**src/rtl/m_memarb.sv**
```systemverilog
// m_memarb: round-robin arbiter sharing one single-port memory between an
// instruction-fetch port (0, read-only) and a load/store port (1, read/write).
module m_memarb #(
  parameter int AW = 12,
  parameter int DW = 32,
  parameter int CW = 16
) (
  input  logic          w_clk,
  input  logic          w_rst,
  input  logic          w_req0,
  input  logic [AW-1:0] w_addr0,
  input  logic          w_req1,
  input  logic          w_we1,
  input  logic [AW-1:0] w_addr1,
  input  logic [DW-1:0] w_wdata1,
  output logic          w_ack0,
  output logic          w_ack1,
  output logic [DW-1:0] w_rdata,
  output logic          w_busy,
  output logic [AW-1:0] w_maddr,
  output logic          w_mwe,
  output logic [DW-1:0] w_mdin,
  input  logic [DW-1:0] w_mdout,
  output logic [CW-1:0] w_cnt0,
  output logic [CW-1:0] w_cnt1
);

  typedef enum logic {IDLE = 1'b0, BUSY = 1'b1} state_t;

  state_t        state_reg, state_next;
  logic          sel_reg, last_reg, we_reg;
  logic [AW-1:0] addr_reg;
  logic [DW-1:0] wdata_reg, rdata_reg;
  logic [1:0]    req_vec, elig, ack_vec;
  logic [CW-1:0] cnt_vec [2];
  logic          grant_valid, grant_port;

  assign req_vec = {w_req1, w_req0};

  generate
    for (genvar gi = 0; gi < 2; gi++) begin : g_port
      logic          served;
      logic          ack_reg;
      logic [CW-1:0] cnt_reg;

      // The port in its BUSY cycle still shows its in-flight request; ignore it.
      assign served   = (state_reg == BUSY) && (sel_reg == 1'(gi));
      assign elig[gi] = req_vec[gi] & ~served;

      always_ff @(posedge w_clk) begin
        if (w_rst) begin
          ack_reg <= 1'b0;
          cnt_reg <= '0;
        end else begin
          ack_reg <= served;
          if (served) cnt_reg <= cnt_reg + CW'(1);
        end
      end

      assign ack_vec[gi] = ack_reg;
      assign cnt_vec[gi] = cnt_reg;
    end
  endgenerate

  // On a tie the port that did not win last time goes first.
  always_comb begin
    grant_valid = |elig;
    grant_port  = (&elig) ? ~last_reg : elig[1];
  end

  always_comb begin
    state_next = grant_valid ? BUSY : IDLE;
  end

  always_ff @(posedge w_clk) begin
    if (w_rst) state_reg <= IDLE;
    else       state_reg <= state_next;
  end

  always_ff @(posedge w_clk) begin
    if (w_rst) begin
      sel_reg   <= 1'b0;
      last_reg  <= 1'b0;
      we_reg    <= 1'b0;
      addr_reg  <= '0;
      wdata_reg <= '0;
      rdata_reg <= '0;
    end else begin
      if ((state_reg == BUSY) && !we_reg) rdata_reg <= w_mdout;
      if (grant_valid) begin
        sel_reg   <= grant_port;
        last_reg  <= grant_port;
        we_reg    <= grant_port & w_we1;
        addr_reg  <= grant_port ? w_addr1 : w_addr0;
        wdata_reg <= grant_port ? w_wdata1 : '0;
      end
    end
  end

  // Reset mid-access must not let a write reach the memory.
  always_comb begin
    w_busy  = (state_reg == BUSY);
    w_maddr = addr_reg;
    w_mdin  = wdata_reg;
    w_mwe   = (state_reg == BUSY) & we_reg & ~w_rst;
  end

  assign w_ack0  = ack_vec[0];
  assign w_ack1  = ack_vec[1];
  assign w_rdata = rdata_reg;
  assign w_cnt0  = cnt_vec[0];
  assign w_cnt1  = cnt_vec[1];

endmodule

```
**config.mk**
```make
export PLATFORM = sky130hd
export DESIGN_NAME = m_memarb
export DESIGN_NICKNAME = d
export VERILOG_FILES = /design/src/rtl/m_memarb.sv
export SDC_FILE = /design/constraint.sdc
export NUM_CORES = 1
export LEC_CHECK = 0
export ABC_AREA = 0
export CORE_ASPECT_RATIO = 0.8
export CORE_MARGIN = 2
export CORE_UTILIZATION = 33
export CTS_CLUSTER_DIAMETER = 120
export DETAILED_ROUTE_END_ITERATION = 8
export MAX_ROUTING_LAYER = met4
export PLACE_DENSITY = 0.71
export SYNTH_ARGS = -nofsm -noshare
export SYNTH_HDL_FRONTEND = slang
export SYNTH_SLANG_ARGS = --single-unit
```
**constraint.sdc**
```tcl
create_clock -name w_clk -period 2.5 [get_ports w_clk]
set_input_delay 0.375 -clock w_clk [delete_from_list [all_inputs] [get_ports w_clk]]
set_output_delay 0.375 -clock w_clk [all_outputs]
set_load 0.02 [all_outputs]
```
Yosys cells after proc, flatten, opt, wreduce, memory -nomap -nowiden

Index checks and enable logic that the tools add are counted.

Input port bits: 93
Bits in registers: 113
Output and inout port bits: 112

Bitwise gates (word level): 9
Muxes and demuxes: 4
$add $sub $neg: 2
Reduce and logical (&&, ||, !) cells: 6

Operators by type and width:

| cell                  | number |
|---|---|
| $add 16x1->16 const B | 2 |
| $mux 32               | 1 |
| $mux 12               | 1 |
| $and 1x1->1           | 5 |
| $not 1->1             | 4 |
| $logic_and 1x1->1     | 3 |
| $mux 1                | 2 |
| $reduce_and 2->1      | 1 |
| $reduce_or 2->1       | 1 |
| $logic_not 1->1       | 1 |

Logic depth before layout (Yosys ltp)

Gate-level depths: netlist (run 1).

Depth in word-level cells: 7
Mapped depth: 6
Gate-level depth less buffers: 5

Least setup slack after synthesis (run 1)

Ideal clock, no wire load.

Kind: register -> register
Start: register state_reg (netlist: w_busy)
End: register g_port[1].cnt_reg[15] (netlist: w_cnt1[15])
Arrival: 1.717 ns
Required time: 2.379 ns
Stages on the path, launching flop included: 6
Period minus slack after synthesis: 1.837 ns
Setup slack: 0.663 ns
Path through: dfxtp_1 buf_4 nand3_1 nor4_4 nor3b_1 mux2_2

Longest elaborated chain between the ends: 1

RTL lines:

| item                   | line | text |
|---|---|---|
| start, declared        | 30   | `state_t state_reg, state_next;` |
| start signal, assigned | 77   | `else state_reg <= state_next;` |
| $logic_and 1x1->1      | 47   | `assign served = (state_reg == BUSY) && (sel_reg == 1'(gi));` |
| end signal, assigned   | 56   | `if (served) cnt_reg <= cnt_reg + CW'(1);` |
| end, declared          | 44   | `logic [CW-1:0] cnt_reg;` |

No other way between the ends.
A chain may end at the register's enable or synchronous reset.

Worst setup path after layout (run 1)

Start: register state_reg (netlist: w_busy)
End: output w_mwe

Longest elaborated chain between the ends: 2

RTL lines:

| item                     | line | text |
|---|---|---|
| $and 1x1->1 (2 in a row) | 105  | `w_mwe = (state_reg == BUSY) & we_reg & ~w_rst;` |
| end, declared            | 21   | `output logic w_mwe,` |

No other way between the ends.

==> results of run 1 <==
==> power by group through the flow <==
stage / sequential, mW / combinational [mW] / clock [mW]
after floorplan: 2.09 / 0.219 / 0
final: 1.96 / 0.711 / 2.55
after global placement: 1.99 / 0.697 / 0
after CTS: 1.96 / 0.714 / 2.60
after global routing: 1.97 / 0.761 / 2.69
after detailed placement: 1.99 / 0.711 / 0
==> metrics by stage <==
step / power [mW] / TNS (ns)
3_3_place_gp: 2.69 / 0
2_1_floorplan: 2.31 / 0
5_1_grt: 5.41 / 0
3_5_place_dp: 2.70 / -0.365
4_1_cts: 5.27 / 0
6_report: 5.22 / 0
==> metal layers <==
| metal | up-vias | global-route usage [%] | wire (microns) |
|---|---|---|---|
| met4 | 0 | 6.99 | 165 |
| met5 | - | - | 0 |
| met3 | 15 | 4.78 | 833 |
| met2 | 168 | 26.9 | 5840 |
| li1 | 2114 | - | - |
| met1 | 2005 | 24.5 | 5920 |
==> critical path, delay by kind of cell (launching register included) <==
family,cells,cell delay [ns]
flip-flops,1,0.63
buffers and inverters,1,0.63
AND/OR/NAND/NOR,2,0.26
==> cell usage in the layout (no fill, tap or decap), types with 3 or more instances in the layout <==
master / netlist / final
sky130_fd_sc_hd__a22o_1: 32 / 32
sky130_fd_sc_hd__buf_4: 1 / 8
sky130_fd_sc_hd__nand4_1: 9 / 9
sky130_fd_sc_hd__o22ai_1: 12 / 12
sky130_fd_sc_hd__nand3_1: 6 / 6
sky130_fd_sc_hd__nand2b_1: 5 / 5
sky130_fd_sc_hd__xor2_1: 7 / 7
sky130_fd_sc_hd__xnor2_1: 13 / 13
sky130_fd_sc_hd__o21ai_0: 6 / 6
sky130_fd_sc_hd__nor2b_1: 9 / 8
sky130_fd_sc_hd__bufinv_16: 0 / 4
sky130_fd_sc_hd__nor2_1: 56 / 55
sky130_fd_sc_hd__inv_1: 5 / 5
sky130_fd_sc_hd__clkbuf_16: 0 / 17
sky130_fd_sc_hd__nor4_1: 16 / 16
sky130_fd_sc_hd__clkinvlp_4: 0 / 3
sky130_fd_sc_hd__nor3_1: 6 / 6
sky130_fd_sc_hd__nand2_1: 80 / 80
sky130_fd_sc_hd__a21oi_1: 40 / 40
sky130_fd_sc_hd__or3_1: 3 / 3
sky130_fd_sc_hd__o22a_1: 12 / 12
sky130_fd_sc_hd__clkinv_4: 0 / 3
sky130_fd_sc_hd__dfxtp_1: 113 / 113
sky130_fd_sc_hd__mux2_2: 5 / 5
sky130_fd_sc_hd__clkdlybuf4s50_1: 0 / 203
==> layout make-up <==
| class | instances | area (sq um) |
|---|---|---|
| clock buffers | 17 | 425 |
| clock inverters | 15 | 208 |
| fillers | 1090 | 5710 |
| inverters | 5 | 18.8 |
| multi-input cells | 338 | 1980 |
| flip-flops and latches | 113 | 2260 |
| well taps | 175 | 219 |
| repair buffers | 212 | 2100 |
==> worst max path at each step <==
stage	from	endpoint	slack (ns)	depth (start not counted)
after global routing	w_busy$_SDFF_PP0_	w_mwe	0.09	3
after global placement	w_req0	w_mdin[9]$_SDFFE_PP0P_	0.11	5
after floorplan	w_busy$_SDFF_PP0_	w_cnt1[15]$_SDFFE_PP0P_	0.66	5
final	w_busy$_SDFF_PP0_	w_mwe	0.22	3
after detailed placement	w_req0	w_mdin[15]$_SDFFE_PP0P_	-0.03	5
after CTS	w_busy$_SDFF_PP0_	w_mdin[0]$_SDFFE_PP0P_	0.18	4
==> kinds of logic after synthesis <==
| group | after synthesis | synth area share (%) |
|---|---|---|
| multiplexers | 7 | 1.74 |
| buffers and inverters | 38 | 3.40 |
| AO/OA/AOI/OAI | 106 | 16.5 |
| adder cells (fa/ha/maj) | 2 | 0.571 |
| AND/OR/NAND/NOR | 203 | 22.1 |
| flip-flops | 113 | 51.6 |
| XOR/XNOR | 20 | 4.00 |
==> impl_metrics.prom, run 1 <==
# TYPE chip_impl_metric gauge
chip_impl_metric{name="clock_insertion_delay_worst_skew",unit="ns"} 0.39
chip_impl_info{name="critPathLaunchType",value="flip-flop"} 1
chip_impl_metric{name="synth-seq-area-share",unit="%"} 51.6
chip_impl_metric{name="drc",unit=""} 0
chip_impl_metric{name="worst_r2r_path_depth",unit=""} 4
chip_impl_metric{name="initial_utilization",unit="%"} 33.9
chip_impl_metric{name="power_density_over_the_cells",unit="nW/um^2"} 724
chip_impl_metric{name="power.ir.vdd_worst",unit="mV"} 0.445
chip_impl_metric{name="power_frac_comb",unit="%"} 13.6
chip_impl_metric{name="global_route_wire_length_before_repair",unit="microns"} 20400
chip_impl_metric{name="grt_pass1_vias",unit=""} 4086
chip_impl_metric{name="place_ws",unit="ns"} -0.0262
chip_impl_metric{name="cellLeakagePower",unit="nW"} 2.66
chip_impl_metric{name="port-buffer-count",unit=""} 204
chip_impl_info{name="hold_path.class",value="input port to flip-flop"} 1
chip_impl_metric{name="ff2ff_setup_slack",unit="ns"} 0.35
chip_impl_metric{name="drt-wirelength-per-cell",unit="microns"} 14.6
chip_impl_metric{name="post_synth.cell_area_avg",unit="sq um"} 8.96
chip_impl_metric{name="synth_enable_flop_cells",unit=""} 0
chip_impl_metric{name="cts.path.max_buffers",unit=""} 2
chip_impl_metric{name="floorplan.rows",unit=""} 37
chip_impl_metric{name="synthesis.yosys.warnings",unit=""} 0
chip_impl_info{name="status",value="finished, final reports clean"} 1
chip_impl_metric{name="async_reset_ff_share",unit="%"} 0
chip_impl_metric{name="max_freq",unit="MHz"} 438
chip_impl_metric{name="syn-instance-count",unit=""} 489
chip_impl_metric{name="fp.dieH",unit="microns"} 107
chip_impl_info{name="tritoncts",value="built"} 1
chip_impl_metric{name="detailedPlacementHpwl",unit="microns"} 8990
chip_impl_metric{name="tritoncts.num_buffers",unit=""} 17
chip_impl_metric{name="worst_ep_required_time",unit="ns"} 2.12
chip_impl_metric{name="firstDrtPassIters",unit=""} 6
chip_impl_info{name="ys_top_cells_by_area",value="sky130_fd_sc_hd__dfxtp_1 52%, sky130_fd_sc_hd__nand2_1 6.9%, sky130_fd_sc_hd__a22o_1 6.4%, sky130_fd_sc_hd__nor2_1 4.8%, sky130_fd_sc_hd__a21oi_1 4.6%"} 1
chip_impl_metric{name="die_span_x",unit="microns"} 133
chip_impl_metric{name="avgViaCountPerCell",unit=""} 4.92
chip_impl_metric{name="h-tree-depth",unit=""} 4
chip_impl_metric{name="slew-limit-headroom",unit="%"} 22.3
chip_impl_metric{name="detailed_place.area",unit="sq um"} 6570
chip_impl_info{name="critPathKind",value="flip-flop to output port"} 1
chip_impl_metric{name="fin_ws",unit="ns"} 0.216
chip_impl_info{name="synth_top_flop_cell",value="sky130_fd_sc_hd__dfxtp_1"} 1
chip_impl_info{name="cts_root_buf",value="sky130_fd_sc_hd__clkbuf_16"} 1
chip_impl_info{name="unrepaired_setup_endpoints_after_global_routing",value="false"} 1
chip_impl_metric{name="finish.net_count",unit=""} 782
chip_impl_metric{name="cts_post_setup_buffers_inserted",unit=""} 0
chip_impl_info{name="worst_path_max_delay_cell",value="sky130_fd_sc_hd__dfxtp_1"} 1
chip_impl_info{name="hp-start",value="w_rst"} 1
chip_impl_metric{name="cap_violations",unit=""} 0
chip_impl_metric{name="internal_power",unit="mW"} 3.94
chip_impl_info{name="rr_startpoint",value="w_busy$_SDFF_PP0_"} 1
chip_impl_metric{name="ctsResizeCount",unit=""} 0
chip_impl_metric{name="coreArea",unit="sq um"} 12900
chip_impl_info{name="crit_path_end_kind",value="output port"} 1
chip_impl_metric{name="layout_cell_share_with_drive_strength_beyond_1",unit="%"} 7.57
chip_impl_info{name="synthMostInstantiatedCell",value="sky130_fd_sc_hd__dfxtp_1"} 1
chip_impl_info{name="whs_endpoint",value="last_reg$_SDFFE_PP0P_"} 1
chip_impl_metric{name="synth_to_final_area_change",unit="%"} 64.6
chip_impl_metric{name="worst_path_largest_cell_delay",unit="ns"} 0.63
chip_impl_metric{name="number_of_cells_on_the_worst_hold_path",unit=""} 2
chip_impl_metric{name="antenna_diodes",unit=""} 0
chip_impl_metric{name="postCtsHoldBufs",unit=""} 0
chip_impl_metric{name="vias",unit=""} 4302
chip_impl_metric{name="final.period_utilization",unit="%"} 91.4
chip_impl_metric{name="drt_iter0_drc",unit=""} 195
chip_impl_metric{name="clk_pin_slew",unit="ns"} 0.05
chip_impl_metric{name="yosysUniqueCellTypes",unit=""} 39
chip_impl_metric{name="post_layout_nonfiller_instances",unit=""} 875
chip_impl_metric{name="globalRouteOverflowTotal",unit=""} 0
chip_impl_metric{name="hold_violation_count_in_the_final_report",unit=""} 0
chip_impl_metric{name="maximum_number_of_pins_on_one_net_before_global_route_repair",unit=""} 72
chip_impl_info{name="synth.top_cells.by_count",value="113 x sky130_fd_sc_hd__dfxtp_1, 80 x sky130_fd_sc_hd__nand2_1, 56 x sky130_fd_sc_hd__nor2_1"} 1
chip_impl_info{name="reg2reg_to",value="w_mdin[19]$_SDFFE_PP0P_"} 1
chip_impl_metric{name="switching_share",unit="%"} 24.4
chip_impl_metric{name="pwr-share-seq",unit="%"} 37.5
chip_impl_metric{name="design.die.area",unit="sq um"} 14200
chip_impl_metric{name="antenna_violating_nets_post_route",unit=""} 0
chip_impl_metric{name="postLayoutCoreUtil",unit="%"} 55.8
chip_impl_metric{name="hold_slack_final",unit="ns"} 0.379
chip_impl_metric{name="skew",unit="ns"} 0.00646
chip_impl_metric{name="io-pin-count",unit=""} 205
chip_impl_metric{name="final_area",unit="sq um"} 7210
chip_impl_metric{name="post_synth_instance_area",unit="sq um"} 4380
chip_impl_metric{name="critical_path_peak_fanout",unit=""} 15
chip_impl_metric{name="slew_viol_final",unit=""} 0
chip_impl_metric{name="synth_top_cell_area_share",unit="%"} 51.6
chip_impl_metric{name="postRouteWirelength",unit="microns"} 12800
chip_impl_metric{name="clock_sink_count",unit=""} 113
chip_impl_metric{name="place_inst",unit=""} 843
chip_impl_metric{name="worst-endpoint-arrival",unit="ns"} 1.91
chip_impl_metric{name="power.clock.fraction",unit="%"} 48.9
chip_impl_metric{name="number_of_antenna_violations_at_the_first_check_in_global_routing",unit=""} 0
chip_impl_metric{name="power.net_switching",unit="mW"} 1.27
chip_impl_info{name="synth_top_area_cell",value="sky130_fd_sc_hd__dfxtp_1"} 1
chip_impl_metric{name="min_period",unit="ns"} 2.28
chip_impl_metric{name="syn-num-nets",unit=""} 584
chip_impl_metric{name="max_slew.worst_pin.slew",unit="ns"} 1.17
chip_impl_metric{name="yosys_register_bits",unit=""} 113
chip_impl_metric{name="finalSetupViolCount",unit=""} 0
chip_impl_metric{name="global_route.usage.total",unit="%"} 18.4
chip_impl_info{name="critical_path.cell_chain",value="nand2_1 > nor2_1 > clkdlybuf4s50_1"} 1
chip_impl_metric{name="gp_routability_congestion",unit=""} 0.872
(Power assumes the default switching activity.)
==> run 2: changes to the inputs <==
--- a/config.mk
+++ b/config.mk
@@ -6,6 +6,7 @@
 export NUM_CORES = 1
 export LEC_CHECK = 0
 export ABC_AREA = 0
+export CAP_MARGIN = 5
 export CORE_ASPECT_RATIO = 0.8
 export CORE_MARGIN = 2
 export CORE_UTILIZATION = 33
==> run 2 against run 1 <==
  * Maximum frequency about the same
  * Via count up 0.60%
  * Sequential power about the same
  * Largest cell class unchanged
  * First-iteration DRC count up 1.5%
  * Clock skew about the same
  * Clock power about the same
==> impl_metrics.prom, run 2 (synthesis results as in run 1) <==
# TYPE chip_impl_metric gauge
chip_impl_metric{name="cts_post_setup_buffers_inserted",unit=""} 0
chip_impl_metric{name="worst_path_largest_cell_delay",unit="ns"} 0.63
chip_impl_info{name="unrepaired_setup_endpoints_after_global_routing",value="false"} 1
chip_impl_metric{name="drt-wirelength-per-cell",unit="microns"} 14.5
chip_impl_metric{name="max_freq",unit="MHz"} 438
chip_impl_metric{name="tritoncts.num_buffers",unit=""} 17
chip_impl_metric{name="worst-path-buf-inv",unit=""} 1
chip_impl_metric{name="worst_ep_required_time",unit="ns"} 2.12
chip_impl_metric{name="skew",unit="ns"} 0.00666
chip_impl_metric{name="clk_pin_slew",unit="ns"} 0.05
chip_impl_metric{name="globalRouteOverflowTotal",unit=""} 0
chip_impl_metric{name="detailedPlacementHpwl",unit="microns"} 8990
chip_impl_metric{name="finalSetupViolCount",unit=""} 0
chip_impl_metric{name="maximum_number_of_pins_on_one_net_before_global_route_repair",unit=""} 72
chip_impl_metric{name="design.die.area",unit="sq um"} 14200
chip_impl_metric{name="h-tree-depth",unit=""} 4
chip_impl_metric{name="drt_iter0_drc",unit=""} 198
chip_impl_info{name="hold_path.class",value="input port to flip-flop"} 1
chip_impl_metric{name="power.ir.vdd_worst",unit="mV"} 0.447
chip_impl_metric{name="clock_sink_count",unit=""} 113
chip_impl_metric{name="drc",unit=""} 0
chip_impl_metric{name="postCtsHoldBufs",unit=""} 0
chip_impl_metric{name="die_span_x",unit="microns"} 133
chip_impl_metric{name="synth_to_final_area_change",unit="%"} 64.8
chip_impl_info{name="critPathKind",value="flip-flop to output port"} 1
chip_impl_info{name="cts_root_buf",value="sky130_fd_sc_hd__clkbuf_16"} 1
chip_impl_metric{name="worst-endpoint-arrival",unit="ns"} 1.91
chip_impl_metric{name="timing.setup.tns",unit="ns"} 0
chip_impl_metric{name="gp_routability_congestion",unit=""} 0.872
chip_impl_metric{name="avgViaCountPerCell",unit=""} 4.94
chip_impl_metric{name="postRouteWirelength",unit="microns"} 12700
chip_impl_metric{name="fp.dieH",unit="microns"} 107
chip_impl_metric{name="slew_viol_final",unit=""} 0
chip_impl_metric{name="cellLeakagePower",unit="nW"} 2.67
chip_impl_metric{name="cts.path.max_buffers",unit=""} 2
chip_impl_metric{name="postLayoutCoreUtil",unit="%"} 55.9
chip_impl_info{name="status",value="finished, final reports clean"} 1
chip_impl_metric{name="p_total",unit="mW"} 5.22
chip_impl_info{name="layout_common_cells",value="203 x sky130_fd_sc_hd__clkdlybuf4s50_1, 113 x sky130_fd_sc_hd__dfxtp_1, 80 x sky130_fd_sc_hd__nand2_1"} 1
chip_impl_metric{name="io-pin-count",unit=""} 205
chip_impl_metric{name="coreArea",unit="sq um"} 12900
chip_impl_metric{name="cap_violations",unit=""} 0
chip_impl_info{name="critPathLaunchType",value="flip-flop"} 1
chip_impl_info{name="critical_path.cell_chain",value="nand2_1 > nor2_1 > clkdlybuf4s50_1"} 1
chip_impl_metric{name="max_slew.worst_pin.slew",unit="ns"} 1.14
chip_impl_metric{name="floorplan.rows",unit=""} 37
chip_impl_metric{name="power_density_over_the_cells",unit="nW/um^2"} 723
chip_impl_metric{name="number_of_antenna_violations_at_the_first_check_in_global_routing",unit=""} 0
chip_impl_info{name="crit_path_end_kind",value="output port"} 1
chip_impl_metric{name="hold_slack_final",unit="ns"} 0.368
chip_impl_metric{name="hold_violation_count_in_the_final_report",unit=""} 0
chip_impl_metric{name="n_fill_cell",unit=""} 1086
chip_impl_metric{name="global_route_wire_length_before_repair",unit="microns"} 20400
chip_impl_info{name="tritoncts",value="built"} 1
chip_impl_metric{name="antenna_violating_nets_post_route",unit=""} 0
chip_impl_metric{name="initial_utilization",unit="%"} 33.9
chip_impl_info{name="final_common_cell",value="sky130_fd_sc_hd__clkdlybuf4s50_1"} 1
chip_impl_metric{name="global_route.usage.total",unit="%"} 18.4
chip_impl_metric{name="min_period",unit="ns"} 2.28
chip_impl_metric{name="vias",unit=""} 4328
chip_impl_metric{name="firstDrtPassIters",unit=""} 4
chip_impl_metric{name="clock_insertion_delay_worst_skew",unit="ns"} 0.40
chip_impl_info{name="cp_top_family",value="buffers and inverters"} 1
chip_impl_metric{name="critical_path_peak_fanout",unit=""} 15
chip_impl_metric{name="slew-limit-headroom",unit="%"} 23.7
chip_impl_metric{name="grt_pass1_vias",unit=""} 4086
chip_impl_metric{name="ctsResizeCount",unit=""} 0
chip_impl_metric{name="final.period_utilization",unit="%"} 91.3
chip_impl_metric{name="port-buffer-count",unit=""} 204
chip_impl_metric{name="antenna_diodes",unit=""} 0
chip_impl_info{name="worst_path_max_delay_cell",value="sky130_fd_sc_hd__clkdlybuf4s50_1"} 1
chip_impl_metric{name="finish.net_count",unit=""} 783
chip_impl_metric{name="layout_cell_share_with_drive_strength_beyond_1",unit="%"} 7.70
run 2: changes by cell type in the layout (fill, tap and decap cells not counted):
cell                     delta
sky130_fd_sc_hd__nor2_2     +1
sky130_fd_sc_hd__buf_8      +1
sky130_fd_sc_hd__nor2_4     -1
run 2: metal layers:
metal | GRT usage (%) | wire [microns] | vias up
met3 | 4.78 | 892 | 17
met4 | 6.99 | 193 | 0
li1 | - | - | 2112
met5 | - | 0 | -
met1 | 24.5 | 5760 | 2014
met2 | 26.9 | 5890 | 185
run 2: path summary, 6_finish.rpt:
path                                          startpoint                  endpoint  slack (ns)  depth (start not counted)
worst max register to register         w_busy$_SDFF_PP0_   w_mdin[15]$_SDFFE_PP0P_        0.38                          4
worst min-delay path                               w_rst     last_reg$_SDFFE_PP0P_        0.37                          2
worst max-delay path                   w_busy$_SDFF_PP0_                     w_mwe        0.22                          3
worst min register to register  w_rdata[22]$_SDFFE_PP0P_  w_rdata[22]$_SDFFE_PP0P_        0.45                          2
run 2: layout make-up:
cell class	instances	area [sq um]	area share, %
flip-flops and latches	113	2260	31.3
well taps	175	219	3.03
repair buffers	213	2110	29.2
clock buffers	17	425	5.89
multi-input cells	338	1980	27.4
inverters	5	18.8	0.260
clock inverters	15	208	2.88
run 2: report_power, final:
part	internal [mW]	switching, mW
sequential	1.90	0.0613
combinational	0.372	0.340
clock	1.68	0.871
run 2: stage by stage:
| step | worst slack [ns] | cell area [sq um] | cells |
|---|---|---|---|
| after detailed placement | -0.0262 | 6570 | 843 |
| after CTS | 0.175 | 7210 | 875 |
| after global routing | 0.0868 | 7220 | 876 |
| after global placement | 0.114 | 6570 | 843 |
| after floorplan | 0.663 | 4380 | 489 |
| final | 0.218 | 7220 | 876 |
